[src/rtl/pe_array_ctrl_pkg.sv]
// Shared PE mode encodings and sequencer state encodings for the
// systolic array controller and its PEs.
package pe_array_ctrl_pkg;

    localparam logic [1:0] PE_DISABLE = 2'b00;
    localparam logic [1:0] PE_SINGLE  = 2'b01;
    localparam logic [1:0] PE_CLEAR   = 2'b10;

    typedef enum logic [2:0] {
        ST_IDLE  = 3'd0,
        ST_CLR   = 3'd1,
        ST_COMP  = 3'd2,
        ST_DRAIN = 3'd3,
        ST_DONE  = 3'd4
    } state_e;

endpackage

[src/rtl/pe_array_ctrl_window.sv]
// Skewed activity window: hit while off <= t < off + k.
module pe_ctrl_window #(
    parameter int TW = 12
) (
    input  logic [TW-1:0] t,
    input  logic [TW-1:0] off,
    input  logic [TW-1:0] k,
    output logic          hit
);

    assign hit = (t >= off) && (t < off + k);

endmodule

[src/rtl/pe_array_ctrl.sv]
// Systolic array sequencer: clear, skewed compute windows, row drain.
// Optional PE_CTRL_PERF_EN adds a saturating busy-cycle counter.
module pe_array_ctrl
    import pe_array_ctrl_pkg::*;
#(
    parameter int ROWS = 4,
    parameter int COLS = 4,
    parameter int K_W  = 8,
    localparam int RW  = (ROWS > 1) ? $clog2(ROWS) : 1
) (
    input  logic                   clk,
    input  logic                   rst_n,
    input  logic                   start,
    input  logic                   abort,
    input  logic [K_W-1:0]         k_len,
    output logic                   busy,
    output logic                   done,
    output logic [2*ROWS*COLS-1:0] mode_o,
    output logic [ROWS-1:0]        row_feed_en,
    output logic [COLS-1:0]        col_feed_en,
    output logic                   res_valid,
`ifdef PE_CTRL_PERF_EN
    output logic [RW-1:0]          res_row_sel,
    output logic [31:0]            perf_cycles
`else
    output logic [RW-1:0]          res_row_sel
`endif
);

    localparam int TW = K_W + $clog2(ROWS + COLS) + 1;
    localparam int NPE = ROWS * COLS;

    state_e state_q, state_d;
    logic [TW-1:0] t_q, t_d;
    logic [TW-1:0] k_q, k_d;
    logic [RW-1:0] row_q, row_d;
    logic [TW-1:0] t_last;

    logic busy_q, busy_d;
    logic done_q, done_d;
    logic res_valid_q, res_valid_d;
    logic [RW-1:0] res_row_sel_q, res_row_sel_d;
    logic [2*NPE-1:0] mode_q, mode_d;
    logic [ROWS-1:0] row_feed_q, row_feed_d;
    logic [COLS-1:0] col_feed_q, col_feed_d;

    logic [NPE-1:0] pe_hit;
    logic [ROWS-1:0] row_hit;
    logic [COLS-1:0] col_hit;

    assign t_last = k_q + TW'(ROWS + COLS - 3);

    always_comb begin
        state_d = state_q;
        t_d     = t_q;
        k_d     = k_q;
        row_d   = row_q;
        unique case (state_q)
            ST_IDLE: begin
                if (start) begin
                    state_d = ST_CLR;
                    k_d     = TW'(k_len);
                    t_d     = '0;
                    row_d   = '0;
                end
            end
            ST_CLR: begin
                state_d = (k_q == '0) ? ST_DRAIN : ST_COMP;
                t_d     = '0;
                row_d   = '0;
            end
            ST_COMP: begin
                if (t_q == t_last) state_d = ST_DRAIN;
                else               t_d     = t_q + 1'b1;
            end
            ST_DRAIN: begin
                if (row_q == RW'(ROWS - 1)) state_d = ST_DONE;
                else                        row_d   = row_q + 1'b1;
            end
            ST_DONE: state_d = ST_IDLE;
            default: state_d = ST_IDLE;
        endcase
        // abort outranks any advance, but IDLE ignores it
        if (abort && state_q != ST_IDLE) state_d = ST_IDLE;
    end

    for (genvar i = 0; i < ROWS; i++) begin : g_row
        pe_ctrl_window #(.TW(TW)) u_row (
            .t   (t_d),
            .off (TW'(i)),
            .k   (k_q),
            .hit (row_hit[i])
        );
        for (genvar j = 0; j < COLS; j++) begin : g_pe
            pe_ctrl_window #(.TW(TW)) u_pe (
                .t   (t_d),
                .off (TW'(i + j)),
                .k   (k_q),
                .hit (pe_hit[i*COLS+j])
            );
        end
    end

    for (genvar j = 0; j < COLS; j++) begin : g_col
        pe_ctrl_window #(.TW(TW)) u_col (
            .t   (t_d),
            .off (TW'(j)),
            .k   (k_q),
            .hit (col_hit[j])
        );
    end

    // outputs are registered from next-state values so they align with state
    always_comb begin
        busy_d        = (state_d != ST_IDLE);
        done_d        = (state_d == ST_DONE);
        res_valid_d   = (state_d == ST_DRAIN);
        res_row_sel_d = (state_d == ST_DRAIN) ? row_d : '0;
        mode_d        = '0;
        row_feed_d    = '0;
        col_feed_d    = '0;
        unique case (state_d)
            ST_CLR: begin
                for (int p = 0; p < NPE; p++) mode_d[2*p+:2] = PE_CLEAR;
            end
            ST_COMP: begin
                for (int p = 0; p < NPE; p++)
                    mode_d[2*p+:2] = pe_hit[p] ? PE_SINGLE : PE_DISABLE;
                row_feed_d = row_hit;
                col_feed_d = col_hit;
            end
            default: ;
        endcase
    end

    always_ff @(posedge clk or negedge rst_n) begin
        if (!rst_n) begin
            state_q       <= ST_IDLE;
            t_q           <= '0;
            k_q           <= '0;
            row_q         <= '0;
            busy_q        <= 1'b0;
            done_q        <= 1'b0;
            res_valid_q   <= 1'b0;
            res_row_sel_q <= '0;
            mode_q        <= '0;
            row_feed_q    <= '0;
            col_feed_q    <= '0;
        end else begin
            state_q       <= state_d;
            t_q           <= t_d;
            k_q           <= k_d;
            row_q         <= row_d;
            busy_q        <= busy_d;
            done_q        <= done_d;
            res_valid_q   <= res_valid_d;
            res_row_sel_q <= res_row_sel_d;
            mode_q        <= mode_d;
            row_feed_q    <= row_feed_d;
            col_feed_q    <= col_feed_d;
        end
    end

    assign busy        = busy_q;
    assign done        = done_q;
    assign res_valid   = res_valid_q;
    assign res_row_sel = res_row_sel_q;
    assign mode_o      = mode_q;
    assign row_feed_en = row_feed_q;
    assign col_feed_en = col_feed_q;

`ifdef PE_CTRL_PERF_EN
    logic [31:0] perf_q, perf_d;

    always_comb begin
        perf_d = perf_q;
        if (state_q == ST_IDLE && start)   perf_d = '0;
        else if (busy_q && perf_q != '1)   perf_d = perf_q + 1'b1;
    end

    always_ff @(posedge clk or negedge rst_n) begin
        if (!rst_n) perf_q <= '0;
        else        perf_q <= perf_d;
    end

    assign perf_cycles = perf_q;
`endif

endmodule
[config.mk]
export PLATFORM = sky130hd
export DESIGN_NAME = pe_array_ctrl
export DESIGN_NICKNAME = d
export VERILOG_FILES = /design/src/rtl/pe_array_ctrl_pkg.sv /design/src/rtl/pe_array_ctrl_window.sv /design/src/rtl/pe_array_ctrl.sv
export SDC_FILE = /design/constraint.sdc
export NUM_CORES = 1
export LEC_CHECK = 0
export BUFFER_PORTS_ARGS = -buffer_cell sky130_fd_sc_hd__buf_4
export CAP_MARGIN = 20
export CORE_MARGIN = 4
export CORE_UTILIZATION = 45
export CTS_CLUSTER_DIAMETER = 40
export DETAILED_ROUTE_END_ITERATION = 8
export GPL_TIMING_DRIVEN = 0
export SYNTH_ARGS = -nofsm -noshare
export SYNTH_HDL_FRONTEND = slang
export SYNTH_SLANG_ARGS = --single-unit
[constraint.sdc]
create_clock -name clk -period 7.8 [get_ports clk]
set_input_delay 0.78 -clock clk [delete_from_list [all_inputs] [get_ports clk]]
set_output_delay 0.78 -clock clk [all_outputs]
set_load 0.05 [all_outputs]
### Yosys cells after proc, flatten, opt, wreduce, memory -nomap -nowiden

Cells that the tools add are included.

| storage, ports and cells | value |
|---|---|
| bits in registers | 66 |
| input port bits | 12 |
| output and inout bits | 45 |
| word-level logic and storage cells | 76 |

| cells by class | value |
|---|---|
| add/sub/neg operators | 8 |
| order comparisons | 14 |
| eq/ne operators | 9 |
| muxes and demuxes | 22 |
| reductions and logical operators | 13 |

Operators by type and width:

| operator | number |
|---|---|
| $lt A12 B12 Y1 | 6 |
| $pmux W32 S2 | 1 |
| $ge A12 B3 Y1 const B | 3 |
| $pmux W12 S3 | 1 |
| $add A3 B8 Y9 const A | 3 |
| $ge A12 B1 Y1 const B | 2 |
| $ge A12 B2 Y1 const B | 2 |
| $mux W12 | 2 |
| $add A2 B8 Y9 const A | 2 |
| $add A12 B1 Y12 const B | 1 |
| $eq A12 B12 Y1 | 1 |
| $eq A3 B2 Y1 const B | 4 |
| $logic_not A12 Y1 | 1 |
| $lt A12 B8 Y1 | 1 |
| $mux W3 | 4 |
| $pmux W3 S4 | 1 |
| $add A1 B8 Y9 const A | 1 |
| $logic_and A1 B1 Y1 | 8 |
| $mux W1 | 8 |
| $eq A3 B1 Y1 const B | 2 |
| $mux W2 | 3 |
| $pmux W2 S3 | 1 |
| $reduce_bool A3 Y1 | 2 |
| $mux W4 | 1 |
| 5 further kinds | 5 |

### Depth between registers and ports, before layout

Gate-level depths: netlist of the first run.

| depth | value |
|---|---|
| word-level depth | 8 |
| depth in mapped cells | 17 |
| gate-level depth less buffers | 17 |

### By module

A second synthesis of the first run with hierarchy kept.

| unflattened totals | value |
|---|---|
| cells, all modules | 3286 |
| area total of the unflattened synthesis | 26028.7 µm² |

By module, submodules not included:

| module | times used | cells an instance | area each (µm²) | seq. area each (µm²) |
|---|---|---|---|---|
| pe_ctrl_window | 24 | 125 | 965.9 | 0.0 |
| pe_array_ctrl | 1 | 286 | 2846.5 | 1376.3 |

### Worst setup path after synthesis of the first run

Ideal clock, no wire load.

| timing path | value |
|---|---|
| path kind | flip-flop to flip-flop |
| start point | reg k_q[2] |
| end point | reg mode_q[26] (netlist: mode_o[26]) |
| setup time | 0.125 ns |
| arrival | 3.981 ns |
| data required time | 7.675 ns |
| setup slack | 3.694 ns |
| cell stages (with the launch flop) | 18 |
| buffers on the path | 0 |
| clock period less this slack | 4.106 ns |
| cell sequence | dfrtp_1 > inv_1 > ha_1 > a21oi_4 > or4_4 > a211oi_4 > nor2_1 > a221o_1 > a211oi_1 > inv_1 > ha_1 > inv_1 > a21oi_1 > nor2_1 > nor3_1 > o41a_1 > o221ai_1 > a2111oi_0 |

| on the way | value |
|---|---|
| longest elaborated chain between the ends | 8 |
| elaborated cells on any way between the ends | 17 |
| classes of those cells | add/sub (2); order compare (2); eq/ne (3); mux (8); reduce/logical (2) |

RTL lines:

| item | line | text |
|---|---|---|
| from (decl) | pe_array_ctrl.sv:35 | `logic [TW-1:0] k_q, k_d;` |
| from (signal assigned) | pe_array_ctrl.sv:152 | `k_q <= k_d;` |
| $add A3 B8 Y9 * | pe_array_ctrl.sv:51 | `assign t_last = k_q + TW'(ROWS + COLS - 3);` |
| $eq A12 B12 Y1 * | pe_array_ctrl.sv:73 | `if (t_q == t_last) state_d = ST_DRAIN;` |
| $mux W12 * | pe_array_ctrl.sv:73 |  |
| $pmux W12 S3 * | pe_array_ctrl.sv:58 | `unique case (state_q)` |
| net g_col[0].u_col.t[2] | pe_array_ctrl_window.sv:5 | `input logic [TW-1:0] t,` |
| $ge A12 B3 Y1 or $lt A12 B12 Y1 (tied branches) | pe_array_ctrl_window.sv:11 | `assign hit = (t >= off) && (t < off + k);` |
| $logic_and A1 B1 Y1 * | pe_array_ctrl_window.sv:11 |  |
| $mux W1 * | pe_array_ctrl.sv:128 | `mode_d[2*p+:2] = pe_hit[p] ? PE_SINGLE : PE_DISABLE;` |
| $pmux W32 S2 * | pe_array_ctrl.sv:122 | `unique case (state_d)` |
| to (signal assigned) | pe_array_ctrl.sv:158 | `mode_q <= mode_d;` |
| to (decl) | pe_array_ctrl.sv:43 | `logic [2*NPE-1:0] mode_q, mode_d;` |

Mark *: on every way through the listed nets, which the timed path passes. The rest lies on a longest branch.
A chain may end at the register's enable or synchronous reset.

### Worst setup path after layout of the first run

Same ends and word-level chain as after synthesis.

==> reports/results.ini, run 1 <==
[status]
status = finished clean

[yosys]
async_flop_share_pct = 100.0
synth_mux_area_share_pct = 0.2328
synth_area_leaders = dfrtp_1, ha_1, xnor2_1
synth_xor_area_share_pct = 9.310
syn_area_um2 = 4300
synth_compound_area_share_pct = 20.02
ys.flop_type = dfrtp_1
ys_warn_count = 0
syn_inst = 505
synth-simple-area-share_pct = 19.44
synth_top_area_share_pct = 23.86
yosysSeqAreaShare_pct = 23.86
ys_types = 74
synth_top_area_cell = dfrtp_1
synth_top_family_by_area = compound AO/OA/AOI/OAI gates
synth_fa_ha_area_share_pct = 17.11
synth-edff-count = 0
ys_ff_latch = 41
syn-num-nets = 575
avgSynthCellArea_um2 = 8.516

[route]
ant_nets = 0
routed_wl_um = 11750
drt-met1-wl_um = 5753
drt_iter0_markers = 222
route.detailed.drc = 0
highest_layer = met4
wl_met3_um = 502
vias_per_cell = 5.554
wl_met2_um = 5190
wl_per_cell_um = 16.82
vias = 3882
first_pass_iters = 5

[global_routing]
grt.total_usage_pct = 21.54
grt_pass1_vias = 3771
grt_max_degree = 42
gr-total-overflow = 0
antenna_found_initial = 0
grt_pass1_wl_um = 19380

[timing]
skew_ns = 0.01229
fmax_mhz = 186.4
period_share_pct = 68.77
relSlewSlack_pct = 42.58
worst_pin_slew_ns = 0.8562
finalSetupViolCount = 0
fin_crit_ns = 5.364
worst_slack_ns = 2.436
rsz0062_at_grt = no
hold_violations = 0
slew_viol_final = 0
hold_ws_ns = 0.4300
tns_ns = 0

[cts]
cts_max_level = 2
cts_setup_buffers = 0
cts_made_buffers = 5
cts_hold_buf = 0
ctsRootBufferMaster = clkbuf_8
post_cts_resized = 0
clockBufferDepth = 2
clk_pin_slew_ns = 0.10
clkLatencyLatePin_ns = 0.31
cts_num_sinks = 41
cts_tree = yes

[job]
maxCapViolations = 0

[cells_and_area]
final_nets = 639
antenna_cells = 0
nFillCells = 886
final_util_pct = 54.20
final_cell_mix = buf_4, ha_1, nand2_1
area_growth_pct = 17.02
layout_commonest_cell = buf_4
drive_above_1_share_pct = 21.23

[power]
power_leakage_nw = 2.451
p_per_area_nw_per_um2 = 339.3
irDropWorstVdd_uv = 178.5

[die]
coreArea_um2 = 9284
die_h_um = 105.8
die-area_um2 = 11180
io_pins = 57
dieWidth_um = 105.8
core.rowCount = 35
start_util_pct = 46.32

[hold_path]
hp-class = input pin to async pin

[setup_path]
path_class = flop to flop
r2r_slack_ns = 2.44
start_kind = flop
cp.arrival_ns = 5.53
rr_worst_depth = 17
end_kind = flop
required_ns = 7.97
path_max_fanout = 9

[placement]
pre_cts_slack_ns = 2.494
port_buffers = 56
post-dp-hpwl_um = 9386
gp_congestion = 0.9432

## layout make-up
type                            instances  area [um^2]  area share (%)
Multi-Input combinational cell        383         2843           56.49
Sequential cell                        41         1026           20.39
Timing Repair Buffer                   57        432.9           8.603
Buffer                                 52        322.8           6.415
Tap cell                              129        161.4           3.207
Inverter                               29        108.9           2.163
Clock buffer                            5        68.82           1.367
Clock inverter                          3        68.82           1.367
## worst max-delay path, cell delays in order (launching register included)
cell,delay (ns)
dfrtp_1,0.52
inv_1,0.28
ha_1,0.27
a21oi_4,0.12
or4_4,0.52
a211oi_4,0.34
nor2_1,0.13
a221o_1,0.33
a211oi_1,0.68
inv_1,0.37
ha_1,0.43
inv_1,0.07
a21oi_1,0.16
nor2_1,0.05
nor3_1,0.13
o41a_1,0.22
o221ai_1,0.16
a2111oi_0,0.43
## power breakdown
part | total, mW | switching (mW) | internal [mW]
combinational | 1.17 | 0.730 | 0.443
sequential | 0.318 | 0.0600 | 0.258
clock | 0.217 | 0.0882 | 0.129
total | 1.71 | 0.878 | 0.829
## flip-flops by register name, indices dropped and copies added (netlist names)
signal and flops:
mode_o 7, res_row_sel 2, res_valid 1, k_q 8, busy 1, t_q 12, state_q 3, col_feed_en 4
row_q 2, done 1
## cell families (layout without fill, tap and decap cells)
logic type | count (synthesis) | in the layout
mux | 1 | 1
xor+xnor | 41 | 41
flops | 41 | 41
simple gates | 165 | 165
compound gates | 117 | 117
buf+inv | 81 | 146
fa+ha+maj | 59 | 59
## metrics by stage
step / power [mW] / cell area (um^2) / std cells
floorplan: 1.186 / 4300 / 505
global placement: 1.467 / 4882 / 690
detailed placement: 1.480 / 4882 / 690
CTS: 1.707 / 5020 / 698
global route: 1.849 / 5032 / 699
finish: 1.707 / 5032 / 699
## final timing paths
| path | from | end |
|---|---|---|
| setup / recovery | k_q[2]$_DFFE_PN0P_ | mode_o[26]$_DFF_PN0_ |
| hold / removal | rst_n | done$_DFF_PN0_ |
| setup reg to reg | k_q[2]$_DFFE_PN0P_ | mode_o[26]$_DFF_PN0_ |
| hold reg to reg | t_q[11]$_DFF_PN0_ | t_q[11]$_DFF_PN0_ |
| max in group asynchronous | rst_n | k_q[7]$_DFFE_PN0P_ |
| min in group clk | t_q[11]$_DFF_PN0_ | t_q[11]$_DFF_PN0_ |
## per-layer routing
metal / global-route usage, % / up-vias
met2: 34.11 / 100
met3: 3.368 / 23
met1: 29.84 / 1845
li1: - / 1914
met4: 7.401 / 0
met5: 0 / -
## cell usage after synthesis, drive strengths merged, types with 2 or more instances
cell type / instances
o311ai: 2
nand2: 47
a31oi: 5
o211ai: 6
nand3: 19
o211a: 2
o31ai: 4
o21ai: 28
a211o: 3
xor2: 5
ha: 58
or4: 2
a311oi: 3
or3: 3
nand2b: 3
clkbuf: 12
a2111oi: 6
a21oi: 23
a21o: 6
or2: 3
xnor2: 33
xnor3: 3
clkinv: 2
a221oi: 2
nand4: 8
o21a: 4
buf: 40
a211oi: 10
inv: 27
nor2b: 4
and3: 7
nor3b: 3
nor4b: 4
nor3: 17
o2111ai: 2
nor2: 40
dfrtp: 41
(Power assumes the default switching activity.)
==> run 2: changes to the inputs <==
--- a/config.mk
+++ b/config.mk
@@ -5,6 +5,7 @@
 export SDC_FILE = /design/constraint.sdc
 export NUM_CORES = 1
 export LEC_CHECK = 0
+export ABC_AREA = 1
 export BUFFER_PORTS_ARGS = -buffer_cell sky130_fd_sc_hd__buf_4
 export CAP_MARGIN = 20
 export CORE_MARGIN = 4
@@ -12,6 +13,7 @@
 export CTS_CLUSTER_DIAMETER = 40
 export DETAILED_ROUTE_END_ITERATION = 8
 export GPL_TIMING_DRIVEN = 0
+export PLACE_DENSITY = 0.67
 export SYNTH_ARGS = -nofsm -noshare
 export SYNTH_HDL_FRONTEND = slang
 export SYNTH_SLANG_ARGS = --single-unit
==> constraint.sdc (replaced) <==
create_clock -name clk -period 4.7 [get_ports clk]
set_input_delay 0.47 -clock clk [delete_from_list [all_inputs] [get_ports clk]]
set_output_delay 0.47 -clock clk [all_outputs]
set_load 0.05 [all_outputs]
==> run 2 against run 1 <==
Cell area up 3.8%. Worst hold slack got worse by 0.29 ns. Combinational power increased by 110%. Sequential share of layout area is 0.75 points lower. Non-clock buffer count decreased by 14. Area after synthesis is 4.7% higher. Largest cell class unchanged. Largest power group unchanged.
==> reports/results.ini, run 2 <==
[route]
ant_nets = 0  ; unchanged
vias_per_cell = 5.120  ; -7.8%
vias = 4260  ; +9.7%
drt_iter0_markers = 206  ; -7.2%
wl_per_cell_um = 14.54  ; -14%
first_pass_iters = 5  ; unchanged
route.detailed.drc = 0  ; unchanged
routed_wl_um = 12100  ; +2.9%

[setup_path]
path_class = flop to flop
r2r_start = k_q[1]$_DFFE_PN0P_
end_kind = flop
rr_worst_depth = 22  ; +5
r2r_slack_ns = 0.70  ; -1.73 ns
worst_r2r_endpoint = col_feed_en[1]$_DFF_PN0_
cp_cell_sequence = inv_1, ha_1, xnor2_1, nand3_1, nor2_1, nand2_1, nor2_1, nand3_2, nand3_1, o21ai_0, a21oi_1, inv_1, ha_1, nand2_1, nand2_1, nand2_1, nand2_1, nand2_1, nand2_1, nand2_1, nand2_1, a21oi_1
path_max_fanout = 10  ; +1
required_ns = 4.92  ; -3.05 ns
critPathMaxStageDelay_ns = 0.53  ; -0.15 ns
path_buf_inv = 2  ; -1
crit_family = simple AND/OR/NAND/NOR gates
start_kind = flop
crit_top_cell = nand2_1
cp.arrival_ns = 4.22  ; -1.31 ns
crit_slowest_cell = dfrtp_1

[cts]
cts_made_buffers = 5  ; unchanged
ctsRootBufferMaster = clkbuf_8
cts_max_level = 2  ; unchanged
cts_hold_buf = 0  ; unchanged
clockBufferDepth = 2  ; unchanged
clkLatencyLatePin_ns = 0.30  ; about the same
cts_setup_buffers = 0  ; unchanged
post_cts_resized = 0  ; unchanged
cts_num_sinks = 41  ; unchanged
clk_pin_slew_ns = 0.09  ; about the same
cts_tree = yes

[cells_and_area]
layout_commonest_cell = nand2_1
largest-register = t_q
final_nets = 768  ; +20%
nFillCells = 970  ; +9.5%
largest_reg_flops = 12  ; unchanged
seq_area_um2 = 1026  ; unchanged
antenna_cells = 0  ; unchanged
final_cell_mix = nand2_1, buf_4, inv_1
drive_above_1_share_pct = 21.46  ; +0.23 points
area_growth_pct = 16.00
multi_input_area_um2 = 2892  ; +1.7%
finalInstanceArea_um2 = 5224  ; +3.8%

[timing]
tns_ns = 0  ; unchanged
rsz0062_at_grt = no
worst_pin_slew_ns = 1.101  ; +0.2453 ns
finalSetupViolCount = 0  ; unchanged
slew_viol_final = 0  ; unchanged
skew_ns = 0.005907  ; -0.006386 ns
fmax_mhz = 250.2  ; +34%
fin_crit_ns = 3.997  ; -1.367 ns
worst_slack_ns = 0.7034  ; -1.733 ns
relSlewSlack_pct = 26.07  ; -17 points
period_share_pct = 85.03  ; +16 points
hold_violations = 0  ; unchanged

[placement]
placed_cell_area_um2 = 5090  ; +4.3%
port_buffers = 56  ; unchanged
post-dp-hpwl_um = 9732  ; +3.7%
pre_cts_slack_ns = 0.7970  ; -1.697 ns
gp_congestion = 0.9489  ; +0.60%

[die]
start_util_pct = 46.07  ; -0.25 points
die-area_um2 = 11670  ; +4.4%
core.rowCount = 36  ; +2.9%
die_h_um = 108.0  ; +2.2%
coreArea_um2 = 9774  ; +5.3%
dieWidth_um = 108.0  ; +2.2%
io_pins = 57  ; unchanged

[global_routing]
grt.total_usage_pct = 21.61  ; +0.077 points
grt_pass1_wl_um = 20200  ; +4.2%
antenna_found_initial = 0  ; unchanged
grt_max_degree = 42  ; unchanged
grt_pass1_vias = 4156  ; +10%
gr-total-overflow = 0  ; unchanged

[yosys]
ys.flop_type = dfrtp_1
synth_area_leaders = dfrtp_1, ha_1, nand2_1
synth_top_cells_by_count = nand2_1, inv_1, ha_1
syn-num-nets = 705  ; +23%
syn_area_um2 = 4503  ; +4.7%
async_flop_share_pct = 100.0  ; unchanged
yosysSeqAreaShare_pct = 22.78  ; -1.1 points
synth-edff-count = 0  ; unchanged
ys_warn_count = 0  ; unchanged
ys_types = 39  ; -47%
avgSynthCellArea_um2 = 7.091  ; -17%
synth_top_area_cell = dfrtp_1
synth_top_area_share_pct = 22.78  ; -1.1 points
syn_inst = 635  ; +26%
ys_ff_latch = 41  ; unchanged
yosysMostFrequentCell = nand2_1

[status]
status = finished clean

[power]
irDropWorstVdd_uv = 260.9  ; +46%
power_leakage_nw = 2.959  ; +21%
p_per_area_nw_per_um2 = 644.7  ; +90%
total_power_mw = 3.368  ; +97%

[job]
maxCapViolations = 0  ; unchanged

[hold_path]
hp-class = input pin to async pin

[run 2: changes by cell type in the layout (fill, tap and decap cells not counted), moves of 10 or more]
cell	change
inv_1	+43
xor2_1	+15
nand2_1	+127
a21oi_1	+17
nand2_2	+20
nor2_1	+10
o21ai_0	-11
nor3_1	-10
clkbuf_1	-10
xnor2_1	-30
nand3_1	+19
[run 2: kinds of logic (layout without fill, tap and decap cells)]
| family | count (synthesis) | in the layout | synth area share (%) |
|---|---|---|---|
| AND/OR/NAND/NOR | 330 | 330 | 35.43 |
| XOR/XNOR | 23 | 23 | 4.474 |
| AO/OA/AOI/OAI | 68 | 68 | 8.197 |
| adder cells (fa/ha/maj) | 58 | 58 | 16.12 |
| buffers and inverters | 115 | 179 | 13.00 |
| flip-flops | 41 | 41 | 22.78 |
[run 2: area by class of cell]
class                           count  share of cell area [%]
Clock buffer                        5                   1.317
Sequential cell                    41                   19.64
Multi-Input combinational cell    479                   55.35
Inverter                           76                   5.461
Tap cell                          133                   3.186
Buffer                             39                   5.749
Timing Repair Buffer               56                   8.048
Clock inverter                      3                   1.246
[run 2: per-layer routing]
layer | vias to the layer above | routed length, um | GRT usage (%)
met4 | 0 | 214 | 5.951
met2 | 72 | 5978 | 37.66
met1 | 2022 | 5527 | 28.93
li1 | 2153 | - | -
met5 | - | 0 | 0
met3 | 13 | 378 | 1.493
[run 2: worst max path at each step]
stage / start / endpoint / slack [ns] / depth (start not counted)
final: k_q[1]$_DFFE_PN0P_ / col_feed_en[1]$_DFF_PN0_ / 0.70 / 22
after global routing: k_q[1]$_DFFE_PN0P_ / mode_o[8]$_DFF_PN0_ / 0.39 / 22
after CTS: k_q[1]$_DFFE_PN0P_ / mode_o[30]$_DFF_PN0_ / 0.76 / 23
after detailed placement: k_q[1]$_DFFE_PN0P_ / mode_o[30]$_DFF_PN0_ / 0.80 / 23
after global placement: k_q[1]$_DFFE_PN0P_ / mode_o[30]$_DFF_PN0_ / 0.83 / 23
after floorplan: k_q[0]$_DFFE_PN0P_ / col_feed_en[2]$_DFF_PN0_ / 1.70 / 24
[run 2: report_power, final]
part / total (mW) / switching, mW / internal, mW / leakage, nW
Combinational: 2.49 / 1.68 / 0.818 / 2.34
Sequential: 0.530 / 0.0870 / 0.443 / 0.548
Clock: 0.345 / 0.134 / 0.211 / 0.0681
Total: 3.37 / 1.90 / 1.47 / 2.96
[run 2: worst register-to-register path, cell delays in order (launching register included)]
cell     delay [ns]
dfrtp_1        0.53
inv_1          0.28
ha_1           0.41
xnor2_1        0.25
nand3_1        0.10
nor2_1         0.14
nand2_1        0.07
nor2_1         0.11
nand3_2        0.16
nand3_1        0.10
o21ai_0        0.09
a21oi_1        0.36
inv_1          0.29
ha_1           0.35
nand2_1        0.07
nand2_1        0.11
nand2_1        0.09
nand2_1        0.05
nand2_1        0.06
nand2_1        0.05
nand2_1        0.06
nand2_1        0.07
a21oi_1        0.14
[run 2: metrics by stage]
stage	util, %	hold slack (ns)	cells
finish	53.44	0.1420	832
global route	53.44	0.1843	832
floorplan	-	0.1744	635
global placement	52.07	0.4955	824
detailed placement	52.07	0.4911	824
CTS	53.44	0.1706	832
==> run 3: changes to the inputs <==
--- a/config.mk
+++ b/config.mk
@@ -10,6 +10,7 @@
 export CAP_MARGIN = 20
 export CORE_MARGIN = 4
 export CORE_UTILIZATION = 45
+export CTS_BUF_LIST = sky130_fd_sc_hd__clkbuf_4
 export CTS_CLUSTER_DIAMETER = 40
 export DETAILED_ROUTE_END_ITERATION = 8
 export GPL_TIMING_DRIVEN = 0
==> run 3 against run 2 <==
Sequential power about the same. Worst hold slack got worse by 0.073 ns. Sequential share of layout area increased by 0.12 points. Cell count unchanged. Critical path depth unchanged. Cell area decreased by 0.60%. Clock power decreased by 15%. Critical endpoint unchanged. Setup slack improved by 0.017 ns. Maximum frequency increased by 0.42%. Routed wire length increased by 0.53%.
==> reports/results.ini, run 3 (same netlist as run 2, synthesis figures left out) <==
[route]
routed_wl_um = 12160  ; +0.53%
wl_per_cell_um = 14.62  ; +0.53%
route.detailed.drc = 0  ; unchanged
vias_per_cell = 5.144  ; +0.47%
first_pass_iters = 5  ; unchanged
ant_nets = 0  ; unchanged
vias = 4280  ; +0.47%
drt_iter0_markers = 248  ; +20%

[cts]
clkLatencyLatePin_ns = 0.37  ; +0.07 ns
cts_max_level = 2  ; unchanged
ctsRootBufferMaster = clkbuf_4
clockBufferDepth = 2  ; unchanged
cts_made_buffers = 5  ; unchanged
cts_setup_buffers = 0  ; unchanged
clk_pin_slew_ns = 0.13  ; +0.04 ns
post_cts_resized = 0  ; unchanged
cts_hold_buf = 0  ; unchanged
cts_tree = yes
cts_num_sinks = 41  ; unchanged

[cells_and_area]
finalInstanceArea_um2 = 5192  ; -0.60%
nFillCells = 976  ; +0.62%
largest_reg_flops = 12  ; unchanged
largest-register = t_q
area_growth_pct = 15.31
drive_above_1_share_pct = 21.46  ; unchanged
final_nets = 768  ; unchanged
layout_commonest_cell = nand2_1
antenna_cells = 0  ; unchanged
final_cell_mix = nand2_1, buf_4, inv_1

[timing]
period_share_pct = 84.68  ; -0.35 points
fin_crit_ns = 3.980  ; -0.01665 ns
finalSetupViolCount = 0  ; unchanged
relSlewSlack_pct = 25.88  ; -0.19 points
skew_ns = 0.005956  ; +0.00004899 ns
fmax_mhz = 251.3  ; +0.42%
rsz0062_at_grt = no
slew_viol_final = 0  ; unchanged
tns_ns = 0  ; unchanged
hold_violations = 0  ; unchanged
worst_pin_slew_ns = 1.104  ; +0.002892 ns

[setup_path]
cp.arrival_ns = 4.28  ; +0.06 ns
crit_top_cell = nand2_1
start_kind = flop
path_class = flop to flop
path_max_fanout = 10  ; unchanged
critPathMaxStageDelay_ns = 0.51  ; -0.02 ns
end_kind = flop
cp_cell_sequence = inv_1, ha_1, xnor2_1, nand3_1, nor2_1, nand2_1, nor2_1, nand3_2, nand3_1, o21ai_0, a21oi_1, inv_1, ha_1, nand2_1, nand2_1, nand2_1, nand2_1, nand2_1, nand2_1, nand2_1, nand2_1, a21oi_1
required_ns = 5.00  ; +0.08 ns
crit_slowest_cell = dfrtp_1

[power]
internal_power_mw = 1.423  ; -3.3%
p_per_area_nw_per_um2 = 638.5  ; -0.95%
p_sw_share_pct = 57.07  ; +0.77 points
clockPowerShare_pct = 8.9  ; -1.3 points
p_comb_share_pct = 75.2  ; +1.2 points
p_seq_share_pct = 15.9  ; +0.2 points
switchingPower_mw = 1.892  ; -0.20%
irDropWorstVdd_uv = 261.9  ; +0.37%
power_leakage_nw = 2.946  ; -0.44%

[global_routing]
gr-total-overflow = 0  ; unchanged
grt_max_degree = 42  ; unchanged
grt_pass1_wl_um = 20280  ; +0.38%
grt_pass1_vias = 4158  ; +0.048%
grt.total_usage_pct = 21.65  ; +0.038 points
antenna_found_initial = 0  ; unchanged

[hold_path]
hp-class = input pin to async pin

[placement]
post-dp-hpwl_um = 9732  ; unchanged
port_buffers = 56  ; unchanged
placed_cell_area_um2 = 5090  ; unchanged
gp_congestion = 0.9489  ; unchanged

[die]
core.rowCount = 36  ; unchanged
die-area_um2 = 11670  ; unchanged
dieWidth_um = 108.0  ; unchanged
coreArea_um2 = 9774  ; unchanged
io_pins = 57  ; unchanged
die_h_um = 108.0  ; unchanged
start_util_pct = 46.07  ; unchanged

[job]
maxCapViolations = 0  ; unchanged

[status]
status = finished clean

## run 3: power groups by stage
stage	logic, mW	registers, mW	clock network [mW]
floorplan	1.76	0.627	0
global placement	2.42	0.533	0
detailed placement	2.47	0.537	0
CTS	2.49	0.529	0.293
global route	2.76	0.544	0.310
finish	2.49	0.529	0.294
## run 3: per-stage QoR
stage | setup WS [ns] | power, mW | hold WS, ns | cells | util (%)
3_5_place_dp | 0.7970 | 3.011 | 0.4911 | 824 | 52.07
2_1_floorplan | 1.697 | 2.391 | 0.1744 | 635 | -
5_1_grt | 0.3627 | 3.615 | 0.1047 | 832 | 53.12
4_1_cts | 0.7627 | 3.308 | 0.09440 | 832 | 53.12
3_3_place_gp | 0.8332 | 2.950 | 0.4955 | 824 | 52.07
6_report | 0.7201 | 3.315 | 0.06929 | 832 | 53.12
## run 3: final timing paths
kind / slack (ns) / start / cells after the start / to
max in group asynchronous: 4.25 / rst_n / 1 / col_feed_en[0]$_DFF_PN0_
hold reg to reg: 0.55 / row_q[1]$_DFF_PN0_ / 2 / row_q[1]$_DFF_PN0_
min in group clk: 0.30 / k_len[5] / 3 / k_q[5]$_DFFE_PN0P_
setup reg to reg: 0.72 / k_q[1]$_DFFE_PN0P_ / 22 / col_feed_en[1]$_DFF_PN0_
setup / recovery: 0.72 / k_q[1]$_DFFE_PN0P_ / 22 / col_feed_en[1]$_DFF_PN0_
hold / removal: 0.07 / rst_n / 1 / k_q[7]$_DFFE_PN0P_
## run 3: cell type report
class	instances	area (um^2)	share of cell area [%]
multi-input combinational	479	2892	55.69
sequential	41	1026	19.76
timing repair buffer	56	420.4	8.096
buffer	39	300.3	5.783
inverter	76	285.3	5.494
tap	133	166.4	3.205
clock inverter	3	65.06	1.253
clock buffer	5	37.54	0.7229
## run 3: metal layers
layer  GRT usage (%)  vias to the layer above  wire length [um]
met5               0                        -                 0
li1                -                     2153                 -
met4           5.951                        0               251
met1           28.48                     2029              5579
met3           1.493                       17               315
met2           38.32                       81              6017
## run 3: critical path, delay by kind of cell (launching register included)
kind | cells | cell delay [ns]
simple gates | 14 | 1.25
fa+ha+maj | 2 | 0.69
compound gates | 3 | 0.57
flops | 1 | 0.51
xor+xnor | 1 | 0.25
buf+inv | 2 | 0.63
